### src/rtl/shared_sqscmul_seq_if.sv
// Operand, randomness, datapath and result bundle of the shared square-scale-multiply sequencer.
// The slave modport is the sequencer's view; the master modport is the environment's view.
interface shared_sqscmul_seq_if #(
    parameter int SHARES = 4
);
    localparam int DW = 4 * SHARES;
    localparam int ZW = 2 * SHARES * (SHARES - 1);

    logic          InValidxSI;
    logic          InReadyxSO;
    logic [DW-1:0] InXxDI;
    logic [DW-1:0] InYxDI;
    logic          RandValidxSI;
    logic          RandReadyxSO;
    logic [ZW-1:0] RandZxDI;
    logic [DW-1:0] MulXxDO;
    logic [DW-1:0] MulYxDO;
    logic [ZW-1:0] MulZxDO;
    logic [DW-1:0] MulQxDI;
    logic          OutValidxSO;
    logic          OutReadyxSI;
    logic [DW-1:0] OutQxDO;
    logic [15:0]   OpCountxDO;
    logic          BusyxSO;

    modport slave (
        input  InValidxSI, InXxDI, InYxDI, RandValidxSI, RandZxDI, MulQxDI, OutReadyxSI,
        output InReadyxSO, RandReadyxSO, MulXxDO, MulYxDO, MulZxDO, OutValidxSO, OutQxDO,
               OpCountxDO, BusyxSO
    );

    modport master (
        output InValidxSI, InXxDI, InYxDI, RandValidxSI, RandZxDI, MulQxDI, OutReadyxSI,
        input  InReadyxSO, RandReadyxSO, MulXxDO, MulYxDO, MulZxDO, OutValidxSO, OutQxDO,
               OpCountxDO, BusyxSO
    );
endinterface

### src/rtl/shared_sqscmul_seq.sv
// Single-slot sequencer feeding a shared square-scale-multiply datapath (IDLE/ISSUE/CAPTURE/OUT).
// Optional macro SQSC_ZERO_IDLE_EN zeroes the Mul* outputs outside the ISSUE cycle.
module shared_sqscmul_seq #(
    parameter int SHARES = 4
) (
    input logic                  ClkxCI,
    input logic                  RstxBI,
    shared_sqscmul_seq_if.slave  bus
);
    localparam int DW = 4 * SHARES;
    localparam int ZW = 2 * SHARES * (SHARES - 1);

    typedef enum logic [1:0] {IDLE, ISSUE, CAPTURE, OUT} state_t;

    state_t        state_q, state_d;
    logic [DW-1:0] x_p0, y_p0;
    logic [ZW-1:0] z_p0;
    logic [DW-1:0] q_p1;
    logic [15:0]   op_count;
    logic          out_hs, slot_free, accept;

    function automatic logic [15:0] sat_inc(input logic [15:0] v);
        return (v == 16'hFFFF) ? v : v + 16'd1;
    endfunction

    // Slot frees either when idle or when the pending result leaves on this edge.
    always_comb begin
        out_hs    = (state_q == OUT) && bus.OutReadyxSI;
        slot_free = (state_q == IDLE) || out_hs;
        accept    = slot_free && bus.InValidxSI && bus.RandValidxSI;
        state_d   = state_q;
        case (state_q)
            IDLE:    if (accept) state_d = ISSUE;
            ISSUE:   state_d = CAPTURE;
            CAPTURE: state_d = OUT;
            OUT:     if (accept) state_d = ISSUE;
                     else if (out_hs) state_d = IDLE;
            default: state_d = IDLE;
        endcase
    end

    always_ff @(posedge ClkxCI or negedge RstxBI) begin
        if (!RstxBI) state_q <= IDLE;
        else         state_q <= state_d;
    end

    // Issue stage: operands and randomness are taken together so a Z word serves one operation.
    always_ff @(posedge ClkxCI or negedge RstxBI) begin
        if (!RstxBI) begin
            x_p0 <= '0;
            y_p0 <= '0;
            z_p0 <= '0;
        end else if (accept) begin
            x_p0 <= bus.InXxDI;
            y_p0 <= bus.InYxDI;
            z_p0 <= bus.RandZxDI;
        end
`ifdef SQSC_ZERO_IDLE_EN
        else if (state_q == ISSUE) begin
            x_p0 <= '0;
            y_p0 <= '0;
            z_p0 <= '0;
        end
`endif
    end

    // Result stage: datapath output is valid during CAPTURE and held until taken.
    always_ff @(posedge ClkxCI or negedge RstxBI) begin
        if (!RstxBI) begin
            q_p1     <= '0;
            op_count <= '0;
        end else begin
            if (state_q == CAPTURE) q_p1 <= bus.MulQxDI;
            if (out_hs)             op_count <= sat_inc(op_count);
        end
    end

    assign bus.InReadyxSO   = RstxBI && slot_free && bus.RandValidxSI;
    assign bus.RandReadyxSO = RstxBI && slot_free && bus.InValidxSI;
    assign bus.MulXxDO      = x_p0;
    assign bus.MulYxDO      = y_p0;
    assign bus.MulZxDO      = z_p0;
    assign bus.OutValidxSO  = (state_q == OUT);
    assign bus.OutQxDO      = q_p1;
    assign bus.OpCountxDO   = op_count;
    assign bus.BusyxSO      = (state_q != IDLE);
endmodule

### src/flat_wrapper.sv
// flat-port wrapper written by rule: the top's interface ports become plain ports
module shared_sqscmul_seq_flat 
#(
    parameter int SHARES = 4
)
  (ClkxCI, RstxBI, bus_InValidxSI, bus_InXxDI, bus_InYxDI, bus_RandValidxSI, bus_RandZxDI, bus_MulQxDI, bus_OutReadyxSI, bus_InReadyxSO, bus_RandReadyxSO, bus_MulXxDO, bus_MulYxDO, bus_MulZxDO, bus_OutValidxSO, bus_OutQxDO, bus_OpCountxDO, bus_BusyxSO);
  shared_sqscmul_seq_if #(.SHARES(SHARES)) bus_i ();
  input logic ClkxCI;
  input logic RstxBI;
  input wire logic [$bits(bus_i.InValidxSI)-1:0] bus_InValidxSI;
  input wire logic [$bits(bus_i.InXxDI)-1:0] bus_InXxDI;
  input wire logic [$bits(bus_i.InYxDI)-1:0] bus_InYxDI;
  input wire logic [$bits(bus_i.RandValidxSI)-1:0] bus_RandValidxSI;
  input wire logic [$bits(bus_i.RandZxDI)-1:0] bus_RandZxDI;
  input wire logic [$bits(bus_i.MulQxDI)-1:0] bus_MulQxDI;
  input wire logic [$bits(bus_i.OutReadyxSI)-1:0] bus_OutReadyxSI;
  output wire logic [$bits(bus_i.InReadyxSO)-1:0] bus_InReadyxSO;
  output wire logic [$bits(bus_i.RandReadyxSO)-1:0] bus_RandReadyxSO;
  output wire logic [$bits(bus_i.MulXxDO)-1:0] bus_MulXxDO;
  output wire logic [$bits(bus_i.MulYxDO)-1:0] bus_MulYxDO;
  output wire logic [$bits(bus_i.MulZxDO)-1:0] bus_MulZxDO;
  output wire logic [$bits(bus_i.OutValidxSO)-1:0] bus_OutValidxSO;
  output wire logic [$bits(bus_i.OutQxDO)-1:0] bus_OutQxDO;
  output wire logic [$bits(bus_i.OpCountxDO)-1:0] bus_OpCountxDO;
  output wire logic [$bits(bus_i.BusyxSO)-1:0] bus_BusyxSO;
  assign bus_i.InValidxSI = bus_InValidxSI;
  assign bus_i.InXxDI = bus_InXxDI;
  assign bus_i.InYxDI = bus_InYxDI;
  assign bus_i.RandValidxSI = bus_RandValidxSI;
  assign bus_i.RandZxDI = bus_RandZxDI;
  assign bus_i.MulQxDI = bus_MulQxDI;
  assign bus_i.OutReadyxSI = bus_OutReadyxSI;
  assign bus_InReadyxSO = bus_i.InReadyxSO;
  assign bus_RandReadyxSO = bus_i.RandReadyxSO;
  assign bus_MulXxDO = bus_i.MulXxDO;
  assign bus_MulYxDO = bus_i.MulYxDO;
  assign bus_MulZxDO = bus_i.MulZxDO;
  assign bus_OutValidxSO = bus_i.OutValidxSO;
  assign bus_OutQxDO = bus_i.OutQxDO;
  assign bus_OpCountxDO = bus_i.OpCountxDO;
  assign bus_BusyxSO = bus_i.BusyxSO;
  shared_sqscmul_seq #(.SHARES(SHARES)) u_core (.ClkxCI(ClkxCI), .RstxBI(RstxBI), .bus(bus_i));
endmodule
### config.mk
export PLATFORM = sky130hd
export DESIGN_NAME = shared_sqscmul_seq_flat
export DESIGN_NICKNAME = d
export VERILOG_FILES = /design/src/rtl/shared_sqscmul_seq_if.sv /design/src/rtl/shared_sqscmul_seq.sv /design/src/flat_wrapper.sv
export SDC_FILE = /design/constraint.sdc
export NUM_CORES = 1
export LEC_CHECK = 0
export CAP_MARGIN = 20
export CORE_UTILIZATION = 56
export DETAILED_ROUTE_END_ITERATION = 7
export DONT_BUFFER_PORTS = 1
export PLACE_DENSITY = 0.84
export SLEW_MARGIN = 20
export SYNTH_ARGS = -nofsm -noshare
export SYNTH_HDL_FRONTEND = slang
export SYNTH_SLANG_ARGS = --single-unit
### constraint.sdc
create_clock -name ClkxCI -period 1.9 [get_ports ClkxCI]
set_clock_uncertainty 0.05 [all_clocks]
set_input_delay 0.095 -clock ClkxCI [delete_from_list [all_inputs] [get_ports ClkxCI]]
set_output_delay 0.095 -clock ClkxCI [all_outputs]
set_load 0.01 [all_outputs]
==> summary.md <==
| Metric | Value |
|---|---|
| Comb power frac | `0.280` |
| Final GP Congestion | `0.772` |
| Number of port buffers | `0` |
| Post-synthesis sequential area ratio | `0.611` |
| Worst path max stage delay | `0.44 ns` |
| Mean Syn Cell Area | `between 10 and 15 um^2` |
| EDFF count, synth | `0` |
| Post-Syn Instances | `248` |
| Mapped Area | `3690 um^2` |
| CTS tree | `built` |
| Psw | `2.44 mW` |
| Vias | `2,364` |
| Setup violations, final | `0` |
| Top FF cell, synth | `dfrtp_1` |
| Leakage power figure | `between 2 and 2.5 nW` |
| Routed len/inst | `about 20 um` |
| Worst path arrival time | `between 1.5 and 2 ns` |
| Fmax | `~560 MHz` |
| Die Height | `~83 um` |
| Most common cell type on the critical path | `inv_1` |
| Final Critical Period | `approximately 1.8 ns` |
| Clock transition at path regs | `0.09 ns` |
| Core Region | `between 6000 and 7000 um^2` |
| Global-route wire length before repair | `13,600 um` |
| Global Route Usage Sum | `0.254` |
| Largest net degree at the start of global routing | `93` |
| Worst-Skew Late Latency | `between 0.3 and 0.4 ns` |
| Row count | `29` |
| CP max FO | `16` |
| Final hold vios | `90` |
| Hold WS | `-0.626 ns` |
| YS warnings | `0` |
| Detailed Route WL | `~8600 um` |
| Clk network pwr share | `0.164` |
| Status | `finished with violations` |
| Max-cap violations | `0` |
| Die Wd | `between 80 and 90 um` |
| Die ar. | `6920 um^2` |
| Non-filler cells, final | `421` |
| Antenna Cells | `0` |
| Starting Density | `0.581` |
| Sink Count | `90` |
| Fin crit share | `0.945` |
| Num CTS Buffers | `9` |
| Avg Vias per Cell | `5.62` |
| Internal | `between 4 and 5 mW` |
| Placed insts | `330` |
| DRC Markers | `0` |
| Reg power frac | `0.557` |
| Switching Fraction | `0.355` |
| Fraction of layout cells with a size suffix above 1 | `0.349` |
| Post-route ant nets | `0` |
| VDD IR max | `about 0.9 mV` |
| Failing checks | `hold timing` |
| Worst Setup Start Kind | `flip-flop` |
| Slew Viols, Final | `0` |
| Seq cells post-synth | `90` |
| Slew HR | `0.763` |
| Pre-Repair DR Iteration Count | `6` |
| Fraction of registers with async set/reset | `1.00` |
| Power per Cell Area | `1420 nW/um^2` |
| RSZ-0062 raised after global routing | `no` |
| Critical path cell sequence | `inv_1, ha_4, inv_1, a21oi_4, buf_12, clkbuf_16, mux2_2` |
| Worst hold path class | `input pin to asynchronous set/reset pin` |
| Vias in the first global route | `~2,600` |
| Setup CP Type | `flip-flop to flip-flop` |
| Hold_buf cts | `73` |
| DPL Wire Length | `between 4000 and 5000 um` |
| Slowest-stage cell, CP | `dfrtp_1` |
| R2R Setup Slk | `~0.11 ns` |
| Initial antenna violation count | `0` |
| Mapped Nets | `330` |
| Buffer and inverter count on the worst path | `4` |
| Setup TNS | `0 ns` |
| Io pins | `approximately 170` |
| Yosys cell types | `34` |
| CTS root buffer | `clkbuf_8` |
| Total gr overflow | `0` |
| Final nets | `roughly 420` |
| Largest delay share family, worst path | `buffers and inverters` |
| H-Tree Depth | `3` |
| WP data required | `between 2 and 2.5 ns` |
| Area Growth Syn to Fin | `31.6%` |
| CP endpoint kind | `flip-flop` |
| Core Util, Final | `0.765` |
| Worst Max-Slew Pin Slew | `around 0.35 ns` |
| Maximum clock path buffer count | `2` |
| DR iter-0 viols | `between 60 and 70` |
==> layer usage <==
metal,up-vias,wire (um),global-route usage
met5,-,0,0
met4,0,195,0.107
met3,21,706,0.0865
met2,120,4380,0.433
met1,1163,3270,0.293
li1,1060,-,-
==> what timing repair did <==
action / CTS / global route
setup endpoints to repair: 0 / 58
buffers inserted: 0 / 1
hold endpoints to repair: 163 / 90
gates resized for setup: 0 / 3
==> registers in the layout, indices dropped and copies added, names as in the netlist <==
register	flops
u_core.bus.OutQxDO	16
u_core.bus.MulXxDO	16
u_core.bus.MulZxDO	24
u_core.bus.MulYxDO	16
u_core.state_q	2
u_core.bus.OpCountxDO	16
==> worst register-to-register path, stage by stage (launching register included) <==
cell       delay, ns
dfrtp_1         0.44
inv_1           0.13
ha_4            0.15
inv_1           0.08
a21oi_4         0.18
buf_12          0.14
clkbuf_16       0.18
mux2_2          0.34
==> through the flow <==
step           instance area (um^2)  worst slack (ns)  power [mW]  hold WS [ns]
3_5_place_dp                   3870            0.0703        5.49        -0.249
2_1_floorplan                  3690            0.0597        4.99        -0.251
5_1_grt                        4860            0.0249        7.27        -0.652
3_3_place_gp                   3870             0.145        5.37        -0.249
6_report                       4860             0.105        6.88        -0.626
4_1_cts                        4770            0.0617        6.73        -0.635
==> cells by family after synthesis <==
kind of cell / after synthesis / synth area share
xor gates and xnor gates: 12 / 0.0285
muxes: 75 / 0.230
buffers and inverters: 14 / 0.0197
adders and majority gates: 5 / 0.0170
DFF: 90 / 0.611
AOI/OAI and AO/OA: 11 / 0.0203
and+or+nand+nor: 41 / 0.0739
==> worst paths after layout <==
kind | startpoint | end | depth (start not counted)
max | u_core.state_q[1] | u_core.bus.MulZxDO[17] | 7
min | RstxBI | u_core.bus.MulZxDO[6] | 0
max reg2reg | u_core.state_q[1] | u_core.bus.MulZxDO[17] | 7
min reg2reg | u_core.bus.OpCountxDO[10] | u_core.bus.OpCountxDO[10] | 1
max in group asynchronous | RstxBI | u_core.bus.MulYxDO[12] | 0
min in group ClkxCI | bus_InValidxSI | u_core.state_q[1] | 2
==> power groups by stage <==
stage | registers, mW | clock network (mW) | logic, mW
final | 3.83 | 1.13 | 1.93
after detailed placement | 3.82 | 0 | 1.67
after global routing | 3.93 | 1.23 | 2.10
after CTS | 3.79 | 1.15 | 1.79
after floorplan | 3.65 | 0 | 1.34
after global placement | 3.79 | 0 | 1.58
==> cells in the final DEF (no fill, tap or decap), types with 3 or more instances in the layout <==
cell type | Yosys | routed
dfrtp_1 | 90 | 90
mux2_2 | 74 | 74
dlygate4sd3_1 | 0 | 73
buf_4 | 4 | 12
xor2_1 | 9 | 9
clkbuf_8 | 0 | 9
nand2_1 | 8 | 8
nand3_1 | 5 | 5
nor3_1 | 5 | 5
inv_1 | 5 | 4
nor4_1 | 4 | 4
clkinvlp_4 | 0 | 4
a21oi_1 | 4 | 3
xnor2_1 | 3 | 3
nand4_1 | 3 | 3
ha_1 | 5 | 3
buf_12 | 0 | 3
==> synth_stat cells, types with 2 or more instances <==
cell	number	share of area
a21oi_1	4	0.0054
mux2_2	74	0.23
buf_4	4	0.0081
nor3_1	5	0.0068
xor2_1	9	0.021
buf_2	4	0.0054
nand2_1	8	0.0081
a31oi_1	2	0.0034
inv_1	5	0.0051
dfrtp_1	90	0.61
and4_1	2	0.0047
a21o_1	2	0.0041
nor4_1	4	0.0068
nand4_2	2	0.0068
nand4_1	3	0.0051
xnor2_1	3	0.0071
nand3_1	5	0.0068
and3_1	2	0.0034
ha_1	5	0.017
==> layout make-up <==
| type | instances | area [um^2] |
|---|---|---|
| clock buffers | 9 | 124 |
| clock inverters | 6 | 43.8 |
| fillers | 373 | 1490 |
| inverters | 5 | 18.8 |
| multi-input cells | 144 | 1390 |
| flip-flops and latches | 90 | 2250 |
| well taps | 77 | 96.3 |
| repair buffers | 90 | 931 |
(Power assumes the default switching activity.)
